<file path="src/rtl/uart_loopback64_pkg.sv">
`default_nettype none
// ============================================================================
//  Module      : uart_loopback64_pkg
//  Description : Shared constants and FSM state encodings for the 64-bit
//                UART word serializer/deserializer.
//  Options     : RX_FRAME_TIMEOUT_EN (used by uart_loopback64)
//  Revision    : 1.0  initial release
// ============================================================================
package uart_loopback64_pkg;

    localparam int BYTES_PER_WORD = 8;
    localparam int BITS_PER_BYTE  = 8;
    localparam int TIMEOUT_MULT   = 20;

    typedef logic [1:0] tx_state_t;
    typedef logic [1:0] rx_state_t;

    // Transmit FSM state encodings
    localparam tx_state_t TX_IDLE  = 2'd0;
    localparam tx_state_t TX_START = 2'd1;
    localparam tx_state_t TX_DATA  = 2'd2;
    localparam tx_state_t TX_STOP  = 2'd3;

    // Receive FSM state encodings
    localparam rx_state_t RX_IDLE  = 2'd0;
    localparam rx_state_t RX_START = 2'd1;
    localparam rx_state_t RX_DATA  = 2'd2;
    localparam rx_state_t RX_STOP  = 2'd3;

    // Bits needed for a counter that must reach max_val
    function automatic int cnt_width(input int max_val);
        return (max_val < 2) ? 1 : $clog2(max_val + 1);
    endfunction

endpackage
`default_nettype wire

</file>
<file path="src/rtl/uart_loopback64_if.sv">
`default_nettype none
// ============================================================================
//  Module      : uart_loopback64_if
//  Description : Word and serial-line signals of uart_loopback64. The slave
//                modport is the design view, master the driver view.
//  Revision    : 1.0  initial release
// ============================================================================
interface uart_loopback64_if;
    import uart_loopback64_pkg::*;

    logic [BYTES_PER_WORD*BITS_PER_BYTE-1:0] data_in_64;
    logic                                    manual_start;
    logic                                    uart_rxd;
    logic                                    uart_txd;
    logic [BYTES_PER_WORD*BITS_PER_BYTE-1:0] data_out_64;
    logic                                    data_out_done;

    modport slave (
        input  data_in_64, manual_start, uart_rxd,
        output uart_txd, data_out_64, data_out_done
    );

    modport master (
        output data_in_64, manual_start, uart_rxd,
        input  uart_txd, data_out_64, data_out_done
    );

endinterface
`default_nettype wire

</file>
<file path="src/rtl/uart_rx8.sv">
`default_nettype none
// ============================================================================
//  Module      : uart_rx8
//  Description : 8N1 byte receiver. Two-flop synchronizer, start-bit glitch
//                rejection at half a bit, mid-bit sampling, one-cycle
//                byte-valid / framing-error strobes.
//  Options     : RX_FRAME_TIMEOUT_EN exposes the synchronized line level.
//  Revision    : 1.0  initial release
// ============================================================================
module uart_rx8
    import uart_loopback64_pkg::*;
#(
    parameter int CLK_GOAL = 434
)(
    input  logic       clk,
    input  logic       rst,
    input  logic       i_rxd,
    output logic [7:0] o_byte,
    output logic       o_byte_valid,
    output logic       o_framing_err
`ifdef RX_FRAME_TIMEOUT_EN
    ,
    output logic       o_rxd_sync
`endif
);

    localparam int            CW          = cnt_width(CLK_GOAL);
    localparam logic [CW-1:0] c_BIT_LAST  = CW'(CLK_GOAL - 1);
    localparam logic [CW-1:0] c_HALF_LAST = CW'(CLK_GOAL / 2 - 1);

    logic            r_sync1, r_sync2, r_prev;
    rx_state_t       r_state;
    logic [CW-1:0]   r_cnt;
    logic [2:0]      r_bit;
    logic [7:0]      r_shift;
    logic            r_valid, r_ferr;
    logic            w_fall;

    assign w_fall        = r_prev & ~r_sync2;
    assign o_byte        = r_shift;
    assign o_byte_valid  = r_valid;
    assign o_framing_err = r_ferr;
`ifdef RX_FRAME_TIMEOUT_EN
    assign o_rxd_sync    = r_sync2;
`endif

    // Bring the asynchronous line into clk domain; keep one more stage for edge detect
    always_ff @(posedge clk) begin
        if (rst) begin
            r_sync1 <= 1'b1;
            r_sync2 <= 1'b1;
            r_prev  <= 1'b1;
        end else begin
            r_sync1 <= i_rxd;
            r_sync2 <= r_sync1;
            r_prev  <= r_sync2;
        end
    end

    // Byte receive FSM: validate start at half-bit, then sample every full bit
    always_ff @(posedge clk) begin
        if (rst) begin
            r_state <= RX_IDLE;
            r_cnt   <= '0;
            r_bit   <= '0;
            r_shift <= '0;
            r_valid <= 1'b0;
            r_ferr  <= 1'b0;
        end else begin
            r_valid <= 1'b0;
            r_ferr  <= 1'b0;
            case (r_state)
                RX_IDLE: begin
                    r_cnt <= '0;
                    r_bit <= '0;
                    if (w_fall) r_state <= RX_START;
                end
                RX_START: begin
                    if (r_cnt == c_HALF_LAST) begin
                        r_cnt   <= '0;
                        // Line back high at mid start bit means a glitch
                        r_state <= r_sync2 ? RX_IDLE : RX_DATA;
                    end else begin
                        r_cnt <= r_cnt + 1'b1;
                    end
                end
                RX_DATA: begin
                    if (r_cnt == c_BIT_LAST) begin
                        r_cnt   <= '0;
                        r_shift <= {r_sync2, r_shift[7:1]};
                        if (r_bit == 3'(BITS_PER_BYTE - 1)) r_state <= RX_STOP;
                        else                                r_bit   <= r_bit + 1'b1;
                    end else begin
                        r_cnt <= r_cnt + 1'b1;
                    end
                end
                RX_STOP: begin
                    if (r_cnt == c_BIT_LAST) begin
                        r_cnt   <= '0;
                        r_state <= RX_IDLE;
                        if (r_sync2) r_valid <= 1'b1;
                        else         r_ferr  <= 1'b1;
                    end else begin
                        r_cnt <= r_cnt + 1'b1;
                    end
                end
                default: r_state <= RX_IDLE;
            endcase
        end
    end

endmodule
`default_nettype wire

</file>
<file path="src/rtl/uart_loopback64.sv">
`default_nettype none
// ============================================================================
//  Module      : uart_loopback64
//  Description : 64-bit word over 8N1 UART. TX sends the latched word as
//                8 bytes (LSB byte first) back to back while armed; RX
//                rebuilds words and strobes data_out_done per full word.
//  Options     : RX_FRAME_TIMEOUT_EN - drop a partial word after the line
//                idles for more than TIMEOUT_MULT*CLK_GOAL cycles.
//  Revision    : 1.0  initial release
// ============================================================================
module uart_loopback64
    import uart_loopback64_pkg::*;
#(
    parameter int CLK_F    = 50_000_000,
    parameter int UART_BPS = 115200,
    parameter int CLK_GOAL = CLK_F / UART_BPS
)(
    input  logic              clk,
    input  logic              rst,
    uart_loopback64_if.slave  bus
);

    localparam int            CW         = cnt_width(CLK_GOAL);
    localparam logic [CW-1:0] c_BIT_LAST = CW'(CLK_GOAL - 1);

    // ---------------- transmit side ----------------
    logic          r_armed;
    tx_state_t     r_tx_state;
    logic [CW-1:0] r_tx_cnt;
    logic [2:0]    r_tx_bit;
    logic [2:0]    r_tx_byte;
    logic [63:0]   r_tx_shift;
    logic          r_txd;

    // ---------------- receive side -----------------
    logic [7:0]    w_rx_byte;
    logic          w_rx_valid;
    logic          w_rx_ferr;
    logic          w_timeout;
    logic [2:0]    r_idx;
    logic [63:0]   r_word;
    logic [63:0]   r_data_out;
    logic          r_done;

    assign bus.uart_txd      = r_txd;
    assign bus.data_out_64   = r_data_out;
    assign bus.data_out_done = r_done;

    // Arming is sticky: any manual_start sets it, only reset clears it
    always_ff @(posedge clk) begin
        if (rst)                   r_armed <= 1'b0;
        else if (bus.manual_start) r_armed <= 1'b1;
    end

    // TX FSM: shift register drains LSB-first, 10 bit times per byte
    always_ff @(posedge clk) begin
        if (rst) begin
            r_tx_state <= TX_IDLE;
            r_tx_cnt   <= '0;
            r_tx_bit   <= '0;
            r_tx_byte  <= '0;
            r_tx_shift <= '0;
            r_txd      <= 1'b1;
        end else begin
            case (r_tx_state)
                TX_IDLE: begin
                    r_tx_cnt <= '0;
                    if (r_armed) begin
                        r_tx_shift <= bus.data_in_64;
                        r_tx_byte  <= '0;
                        r_tx_bit   <= '0;
                        r_txd      <= 1'b0;
                        r_tx_state <= TX_START;
                    end
                end
                TX_START: begin
                    if (r_tx_cnt == c_BIT_LAST) begin
                        r_tx_cnt   <= '0;
                        r_tx_bit   <= '0;
                        r_txd      <= r_tx_shift[0];
                        r_tx_state <= TX_DATA;
                    end else begin
                        r_tx_cnt <= r_tx_cnt + 1'b1;
                    end
                end
                TX_DATA: begin
                    if (r_tx_cnt == c_BIT_LAST) begin
                        r_tx_cnt   <= '0;
                        r_tx_shift <= {1'b0, r_tx_shift[63:1]};
                        if (r_tx_bit == 3'(BITS_PER_BYTE - 1)) begin
                            r_txd      <= 1'b1;
                            r_tx_state <= TX_STOP;
                        end else begin
                            r_tx_bit <= r_tx_bit + 1'b1;
                            r_txd    <= r_tx_shift[1];
                        end
                    end else begin
                        r_tx_cnt <= r_tx_cnt + 1'b1;
                    end
                end
                TX_STOP: begin
                    if (r_tx_cnt == c_BIT_LAST) begin
                        r_tx_cnt <= '0;
                        r_tx_bit <= '0;
                        if (r_tx_byte != 3'(BYTES_PER_WORD - 1)) begin
                            r_tx_byte  <= r_tx_byte + 1'b1;
                            r_txd      <= 1'b0;
                            r_tx_state <= TX_START;
                        end else if (r_armed) begin
                            // Next frame starts with no idle gap, fresh word latched
                            r_tx_byte  <= '0;
                            r_tx_shift <= bus.data_in_64;
                            r_txd      <= 1'b0;
                            r_tx_state <= TX_START;
                        end else begin
                            r_txd      <= 1'b1;
                            r_tx_state <= TX_IDLE;
                        end
                    end else begin
                        r_tx_cnt <= r_tx_cnt + 1'b1;
                    end
                end
                default: begin
                    r_txd      <= 1'b1;
                    r_tx_state <= TX_IDLE;
                end
            endcase
        end
    end

`ifdef RX_FRAME_TIMEOUT_EN
    localparam int            TW        = cnt_width(TIMEOUT_MULT * CLK_GOAL);
    localparam logic [TW-1:0] c_TIMEOUT = TW'(TIMEOUT_MULT * CLK_GOAL);

    logic          w_rxd_sync;
    logic [TW-1:0] r_idle_cnt;

    uart_rx8 #(.CLK_GOAL(CLK_GOAL)) u_rx (
        .clk           (clk),
        .rst           (rst),
        .i_rxd         (bus.uart_rxd),
        .o_byte        (w_rx_byte),
        .o_byte_valid  (w_rx_valid),
        .o_framing_err (w_rx_ferr),
        .o_rxd_sync    (w_rxd_sync)
    );

    // Count idle-high line time only while a partial word is pending
    always_ff @(posedge clk) begin
        if (rst || (r_idx == 3'd0) || !w_rxd_sync) r_idle_cnt <= '0;
        else if (r_idle_cnt != c_TIMEOUT)          r_idle_cnt <= r_idle_cnt + 1'b1;
    end

    assign w_timeout = (r_idle_cnt == c_TIMEOUT);
`else
    uart_rx8 #(.CLK_GOAL(CLK_GOAL)) u_rx (
        .clk           (clk),
        .rst           (rst),
        .i_rxd         (bus.uart_rxd),
        .o_byte        (w_rx_byte),
        .o_byte_valid  (w_rx_valid),
        .o_framing_err (w_rx_ferr)
    );

    assign w_timeout = 1'b0;
`endif

    // Word assembly: byte k lands in bits [8k+7:8k]; the 8th byte publishes the word
    always_ff @(posedge clk) begin
        if (rst) begin
            r_idx      <= '0;
            r_word     <= '0;
            r_data_out <= '0;
            r_done     <= 1'b0;
        end else begin
            r_done <= 1'b0;
            if (w_rx_ferr || w_timeout) begin
                r_idx <= '0;
            end else if (w_rx_valid) begin
                if (r_idx == 3'(BYTES_PER_WORD - 1)) begin
                    r_data_out <= {w_rx_byte, r_word[55:0]};
                    r_done     <= 1'b1;
                    r_idx      <= '0;
                end else begin
                    r_word[{r_idx, 3'b000} +: 8] <= w_rx_byte;
                    r_idx                        <= r_idx + 1'b1;
                end
            end
        end
    end

endmodule
`default_nettype wire

</file>
<file path="src/flat_wrapper.sv">
// flat-port wrapper written by rule: the top's interface ports become plain ports
module uart_loopback64_flat import uart_loopback64_pkg::*;
#(
    parameter int CLK_F    = 50_000_000,
    parameter int UART_BPS = 115200,
    parameter int CLK_GOAL = CLK_F / UART_BPS
)
  (clk, rst, bus_data_in_64, bus_manual_start, bus_uart_rxd, bus_uart_txd, bus_data_out_64, bus_data_out_done);
  uart_loopback64_if bus_i ();
  input  logic clk;
  input  logic rst;
  input wire logic [$bits(bus_i.data_in_64)-1:0] bus_data_in_64;
  input wire logic [$bits(bus_i.manual_start)-1:0] bus_manual_start;
  input wire logic [$bits(bus_i.uart_rxd)-1:0] bus_uart_rxd;
  output wire logic [$bits(bus_i.uart_txd)-1:0] bus_uart_txd;
  output wire logic [$bits(bus_i.data_out_64)-1:0] bus_data_out_64;
  output wire logic [$bits(bus_i.data_out_done)-1:0] bus_data_out_done;
  assign bus_i.data_in_64 = bus_data_in_64;
  assign bus_i.manual_start = bus_manual_start;
  assign bus_i.uart_rxd = bus_uart_rxd;
  assign bus_uart_txd = bus_i.uart_txd;
  assign bus_data_out_64 = bus_i.data_out_64;
  assign bus_data_out_done = bus_i.data_out_done;
  uart_loopback64 #(.CLK_F(CLK_F), .UART_BPS(UART_BPS), .CLK_GOAL(CLK_GOAL)) u_core (.clk(clk), .rst(rst), .bus(bus_i));
endmodule
</file>
<file path="config.mk">
export PLATFORM = sky130hd
export DESIGN_NAME = uart_loopback64_flat
export DESIGN_NICKNAME = d
export VERILOG_FILES = /design/src/rtl/uart_loopback64_pkg.sv /design/src/rtl/uart_loopback64_if.sv /design/src/rtl/uart_rx8.sv /design/src/rtl/uart_loopback64.sv /design/src/flat_wrapper.sv
export SDC_FILE = /design/constraint.sdc
export NUM_CORES = 1
export LEC_CHECK = 0
export BUFFER_PORTS_ARGS = -buffer_cell sky130_fd_sc_hd__clkbuf_2
export CELL_PAD_IN_SITES_DETAIL_PLACEMENT = 1
export CELL_PAD_IN_SITES_GLOBAL_PLACEMENT = 1
export CORE_AREA = 5 5 152 154
export DETAILED_ROUTE_END_ITERATION = 16
export DIE_AREA = 0 0 157 159
export PLACE_DENSITY_LB_ADDON = 0.1
export SLEW_MARGIN = 10
export SYNTH_ARGS = -nofsm -noshare
export SYNTH_HDL_FRONTEND = slang
export SYNTH_SLANG_ARGS = --single-unit
</file>
<file path="constraint.sdc">
create_clock -name clk -period 4.52 [get_ports clk]
set_input_delay 0.226 -clock clk [delete_from_list [all_inputs] [get_ports clk]]
set_output_delay 0.226 -clock clk [all_outputs]
set_load 0.05 [all_outputs]
</file>
## Word level (Yosys, flattened, before mapping)

Index checks and enable logic that the tools add are counted.

| word-level totals | value |
|---|---|
| memories | 0 |
| bits in registers | 242 |
| word-level logic and storage cells | 134 |
| bits in latches | 0 |
| output and inout port bits | 66 |
| memory bits (writable) | 0 |
| memory bits (read-only) | 0 |

| cells by class | value |
|---|---|
| div/mod/pow operators | 0 |
| equal/unequal tests | 27 |
| mux-type cells | 50 |
| order comparisons | 0 |
| bitwise operators | 7 |
| add/subtract/negate cells | 7 |
| multiply operators | 0 |
| shift operators | 2 |
| reduce and logical (&&, ||, !) cells | 21 |

Operators with widths:

| operator | number |
|---|---|
| 64-bit two-way mux | 4 |
| 64-bit one-hot mux with 3 select lines | 1 |
| 64-bit bitwise mux | 1 |
| 8-bit by 8-bit variable shift with 64-bit output (first input constant) | 1 |
| 8-bit by 8-bit indexed part select with 64-bit output | 1 |
| 3-bit two-way mux | 10 |
| 9-bit two-way mux | 3 |
| 9-bit one-hot mux with 3 select lines | 1 |
| 2-bit two-way mux | 12 |
| 9-bit by 1-bit adder with 9-bit output (second input constant) | 2 |
| 9-bit equality test (second input constant) | 2 |
| 9-bit one-hot mux with 2 select lines | 1 |
| 2-bit inequality test (second input constant) | 8 |
| 2-bit one-hot mux with 4 select lines | 2 |
| 3-bit by 1-bit adder with 3-bit output (second input constant) | 4 |
| 2-bit by 1-bit inequality test with 1-bit output (second input constant) | 6 |
| 3-bit one-hot mux with 2 select lines | 2 |
| 4-bit AND reduction | 3 |
| 1-bit two-way mux | 11 |
| 5-bit AND reduction | 2 |
| 3-bit equality test (second input constant) | 3 |
| 9-bit by 8-bit equality test with 1-bit output (second input constant) | 1 |
| 3-bit one-hot mux with 3 select lines | 1 |
| 3-bit AND reduction | 3 |
| other kinds (13) | 29 |

## Longest topological paths before layout

| depth | value |
|---|---|
| word-level depth | 4 |
| gate-level depth with buffers | 9 |
| gate-level depth less buffers | 7 |

## Hierarchy

A second synthesis with hierarchy kept.

| unflattened totals | value |
|---|---|
| cell total of the unflattened synthesis | 1,054 |
| area total of the unflattened synthesis | 10,400.0 um^2 |

Modules (own cells, without submodules):

| module | seq. area each (um^2) | cells each | times used | area an instance (um^2) |
|---|---|---|---|---|
| uart_loopback64 | 4,144.0 | 932 | 1 | 9,275.1 |
| uart_rx8 | 540.5 | 122 | 1 | 1,124.8 |

## Worst setup path after synthesis

Ideal clock, no wire load.

| timing | value |
|---|---|
| kind | reg-to-reg |
| start | register u_core.r_idx[0] |
| end | register u_core.r_word[16] |
| clock period less this slack | 2.272 ns |
| slack | 2.248 ns |
| data required time | 4.444 ns |
| cell stages (with the launch flop) | 8 |
| buffers on the path | 1 |
| library setup time | 0.076 ns |
| arrival | 2.196 ns |
| cell sequence | dfxtp_1 clkbuf_1 inv_1 ha_1 ha_1 nor4b_1 nand2_1 mux2i_1 |

| on the way | value |
|---|---|
| cells in the longest elaborated chain, start to end | 3 |

Ends and longest elaborated chain:

| what | line | text |
|---|---|---|
| from (decl) | uart_loopback64.sv:40 | `logic [2:0] r_idx;` |
| from (signal assigned) | uart_loopback64.sv:186 | `r_idx <= r_idx + 1'b1;` |
| 6-bit negator with 8-bit output or 3-bit equality test (tied branches) | uart_loopback64.sv:185, uart_loopback64.sv:180 |  |
| 8-bit by 8-bit indexed part select with 64-bit output, or another cell as far along | uart_loopback64.sv:185 | `r_word[{r_idx, 3'b000} +: 8] <= w_rx_byte;` |
| 64-bit bitwise mux or 3-bit AND reduction (tied branches) | n/a |  |
| to (signal, indexed assignment) | uart_loopback64.sv:185 |  |
| to (decl) | uart_loopback64.sv:41 | `logic [63:0] r_word;` |

Several ways; a longest one is shown, not always the timed one.
A chain may end at the register's enable or synchronous reset.

## Worst setup path after layout

| timing | value |
|---|---|
| start | register u_core.r_tx_state[0] |
| end | register u_core.r_tx_bit[1] |

| on the way | value |
|---|---|
| cells in the longest elaborated chain, start to end | 4 |

Ends and longest elaborated chain:

| what | line | text |
|---|---|---|
| from (decl) | uart_loopback64.sv:28 | `tx_state_t r_tx_state;` |
| from (signal assigned) | uart_loopback64.sv:58 | `r_tx_state <= TX_IDLE;` |
| from (signal assigned) | uart_loopback64.sv:73 | `r_tx_state <= TX_START;` |
| from (signal assigned) | uart_loopback64.sv:81 | `r_tx_state <= TX_DATA;` |
| 2-bit by 1-bit equality test with 1-bit output or 2-bit equality test (tied branches) | uart_loopback64.sv:65 | `case (r_tx_state)` |
| 2-bit OR reduction (no line) | n/a |  |
| 2-bit by 1-bit inequality test with 1-bit output (no line) | n/a |  |
| 4-bit AND reduction (no line) | n/a |  |
| to (signal assigned) | uart_loopback64.sv:94 | `r_tx_bit <= r_tx_bit + 1'b1;` |
| to (decl) | uart_loopback64.sv:30 | `logic [2:0] r_tx_bit;` |

Several ways; a longest one is shown, not always the timed one.

==> impl_metrics.ini <==
[layout]
layout_common_cells = sky130_fd_sc_hd__nand2_1, sky130_fd_sc_hd__dfxtp_1, sky130_fd_sc_hd__clkbuf_2
syn_to_final_growth_pct = 17.7
layout.cells.most_common = sky130_fd_sc_hd__nand2_1
antenna_cells = 0
drive_gt1_frac = 0.212
finish.net_count = 1305

[clock_tree]
clk_transition_reported_paths_ns = 0.06
cts.htree.levels = 1
count_of_clock_tree_sinks = 234
cts_resized = 0
postCtsSetupRepairBufs = 0
worst_skew_pair.late_latency_ns = 0.53
hold_buffers = 3
cts_tree = built
cts_root_buffer = sky130_fd_sc_hd__clkbuf_16
ctsLongestPathBuffers = 3
cts_made_buffers = 27

[placed_design]
place_congestion = 0.718
dp_hpwl_um = 15600
io_buffer_count = 133

[outcome]
outcome = completed

[sta]
unrepaired_setup_endpoints_after_global_routing = no
fin_worst_skew_ns = 0.0147
timing_worst_slew_pin_value_ns = 1.06
final_period_minus_worst_setup_slack_ns = 2.72
finalSetupTns_ns = 0
setup_viol = 0
clock.fmax_ghz = 0.367
finalHoldViolCount = 0
whs_ns = 0.0816
slew_violations = 0
slew-limit-headroom = 0.293
layout_worst_path_cycle_share = 0.602

[floorplanning]
die_width_um = 157
start_util = 0.463
design.core.area_sq_um = 21600
die-height_um = 159
std_cell_rows = 54
design.die.area_sq_um = 25000
num_io_pins = 134

[pwr]
pwr_density_cell_nw_per_um2 = 470
worst_ir_drop_vdd_uv = 220
leakage_nw = 4.96
finalPower_w = 0.00552

[critical_path]
critical_path_arrival_ns = 3.14
critical_path.endpoint_type = flip-flop
worstPathMaxFanout = 46
crit_type = flip-flop to flip-flop
cp_data_required_time_ns = 4.94
startpoint_type = flip-flop

[logic_synthesis]
synth.avg_cell_area_sq_um = 8.95
sequential_share_of_the_synthesized_area = 0.469
netlist_instances = 1116
synth_enable_flop_cells = 0
yosys.area.top_type = sky130_fd_sc_hd__dfxtp_1
postSynthRegisterBits = 234
netlist_area_sq_um = 9980
count_of_warnings_emitted_by_yosys = 0
synth_cell_types = 59
synth.net_count = 1207
synthTopCellsByArea = sky130_fd_sc_hd__dfxtp_1, sky130_fd_sc_hd__nand2_1, sky130_fd_sc_hd__mux2i_1, sky130_fd_sc_hd__mux2_2, sky130_fd_sc_hd__a21oi_1
netlist.area_leader.share = 0.469
synth-async-reset-ratio = 0
ys.flop_type = sky130_fd_sc_hd__dfxtp_1

[grt]
vias_in_the_first_global_route = 8306
largest_net_degree_at_the_start_of_global_routing = 88
grt.total_usage = 0.192
antenna_found_initial = 0
globalRoute.totalOverflow = 0
wire_length_of_the_first_global_routing_pass_um = 40700

[drt]
detail_route.vias_per_cell = 5.18
antenna_left = 0
drt_pass1_iterations = 4
dr_wl_cell_um = 15.9
drt-total-wl_um = 24000
drc_violations_left = 0
drt-initial-drc-count = 252
via_count = 7843

[job]
max_cap_violations = 0

[min_path]
class_of_the_worst_hold_path = primary input to flip-flop
final timing paths:
| kind | startpoint | endpoint | slack, ns | depth (start not counted) |
|---|---|---|---|---|
| max | u_core.r_tx_state[0]$_SDFFE_PP0P_ | u_core.r_tx_bit[1]$_SDFFE_PP0P_ | 1.80 | 7 |
| min | bus_data_in_64[34] | u_core.r_tx_shift[34]$_SDFFE_PP0P_ | 0.08 | 4 |
| max reg2reg | u_core.r_tx_state[0]$_SDFFE_PP0P_ | u_core.r_tx_bit[1]$_SDFFE_PP0P_ | 1.80 | 7 |
| min reg2reg | u_core.u_rx.r_sync1$_SDFF_PP1_ | u_core.u_rx.r_sync2$_SDFF_PP1_ | 0.43 | 1 |
cells in the mapped netlist, drive strengths merged (2+ instances only):
master    n
clkinv    2
nand2b    2
nor2     66
o41ai     2
nand3    28
mux2i   112
mux2     63
a21oi    74
xnor2    10
nor3b     2
nand4b    2
or2       4
nor3     13
a22o      3
buf      13
and4      3
xor2      4
nand4     9
clkbuf   62
nand2   303
or4       2
nor2b     2
inv      17
and3      5
nand3b    5
a211oi    2
nor4b     4
o32ai     2
o21ai    18
or3       4
dfxtp   234
ha       23
power breakdown:
group	switching, W	total, W	internal (W)
logic	0.000445	0.000859	0.000414
clock network	0.000857	0.00234	0.00148
registers	0.0000903	0.00232	0.00223
through the flow:
stage / utilization / std cells / worst slack [ns] / cell area, sq um
floorplan: - / 1116 / 2.25 / 9980
global placement: 0.499 / 1462 / 1.85 / 10800
detailed placement: 0.499 / 1462 / 1.79 / 10800
CTS: 0.545 / 1514 / 1.73 / 11700
global route: 0.545 / 1514 / 1.53 / 11700
finish: 0.545 / 1514 / 1.80 / 11700
metal layers:
layer / share of wire / vias to the layer above / global-route usage
met5: 0 / - / 0
met4: 0.019 / 0 / 0.0446
met3: 0.052 / 35 / 0.0429
met2: 0.49 / 122 / 0.341
met1: 0.44 / 3740 / 0.235
li1: - / 3946 / -
flip-flops by register name (all words and copies together), names as in the netlist, 2 cells and up, named ones only:
signal and cells:
u_core.r_tx_shift 64, u_core.r_tx_state 2, u_core.u_rx.o_byte 8, u_core.bus.data_out_64 64, u_core.r_word 56, u_core.r_tx_cnt 9
u_core.r_tx_bit 3, u_core.r_idx 3, u_core.u_rx.r_cnt 9, u_core.r_tx_byte 3, u_core.u_rx.r_bit 3
final cells by class:
cell class,count,area [sq um]
fill,2569,9800
clock inverter,10,186
timing repair buffer,144,758
multi-input combinational,788,4910
sequential,234,4680
inverter,19,73.8
tap,280,350
clock buffer,39,781
logic make-up after synthesis:
kind of cell / count (synthesis) / share of synthesized area
buffers and inverters: 94 / 0.0412
DFF: 234 / 0.469
AOI/OAI and AO/OA: 115 / 0.0654
and+or+nand+nor: 461 / 0.200
muxes: 175 / 0.183
adders and majority gates: 23 / 0.0288
xor gates and xnor gates: 14 / 0.0123
worst max-delay path: stages, from the launching register on:
cell	delay, ns
sky130_fd_sc_hd__dfxtp_1	0.34
sky130_fd_sc_hd__inv_1	0.14
sky130_fd_sc_hd__ha_2	0.56
sky130_fd_sc_hd__buf_4	0.60
sky130_fd_sc_hd__nor3_1	0.11
sky130_fd_sc_hd__a21oi_1	0.43
sky130_fd_sc_hd__a211oi_1	0.17
sky130_fd_sc_hd__o32ai_1	0.27
No activity file was read; power rests on OpenSTA's default activity.
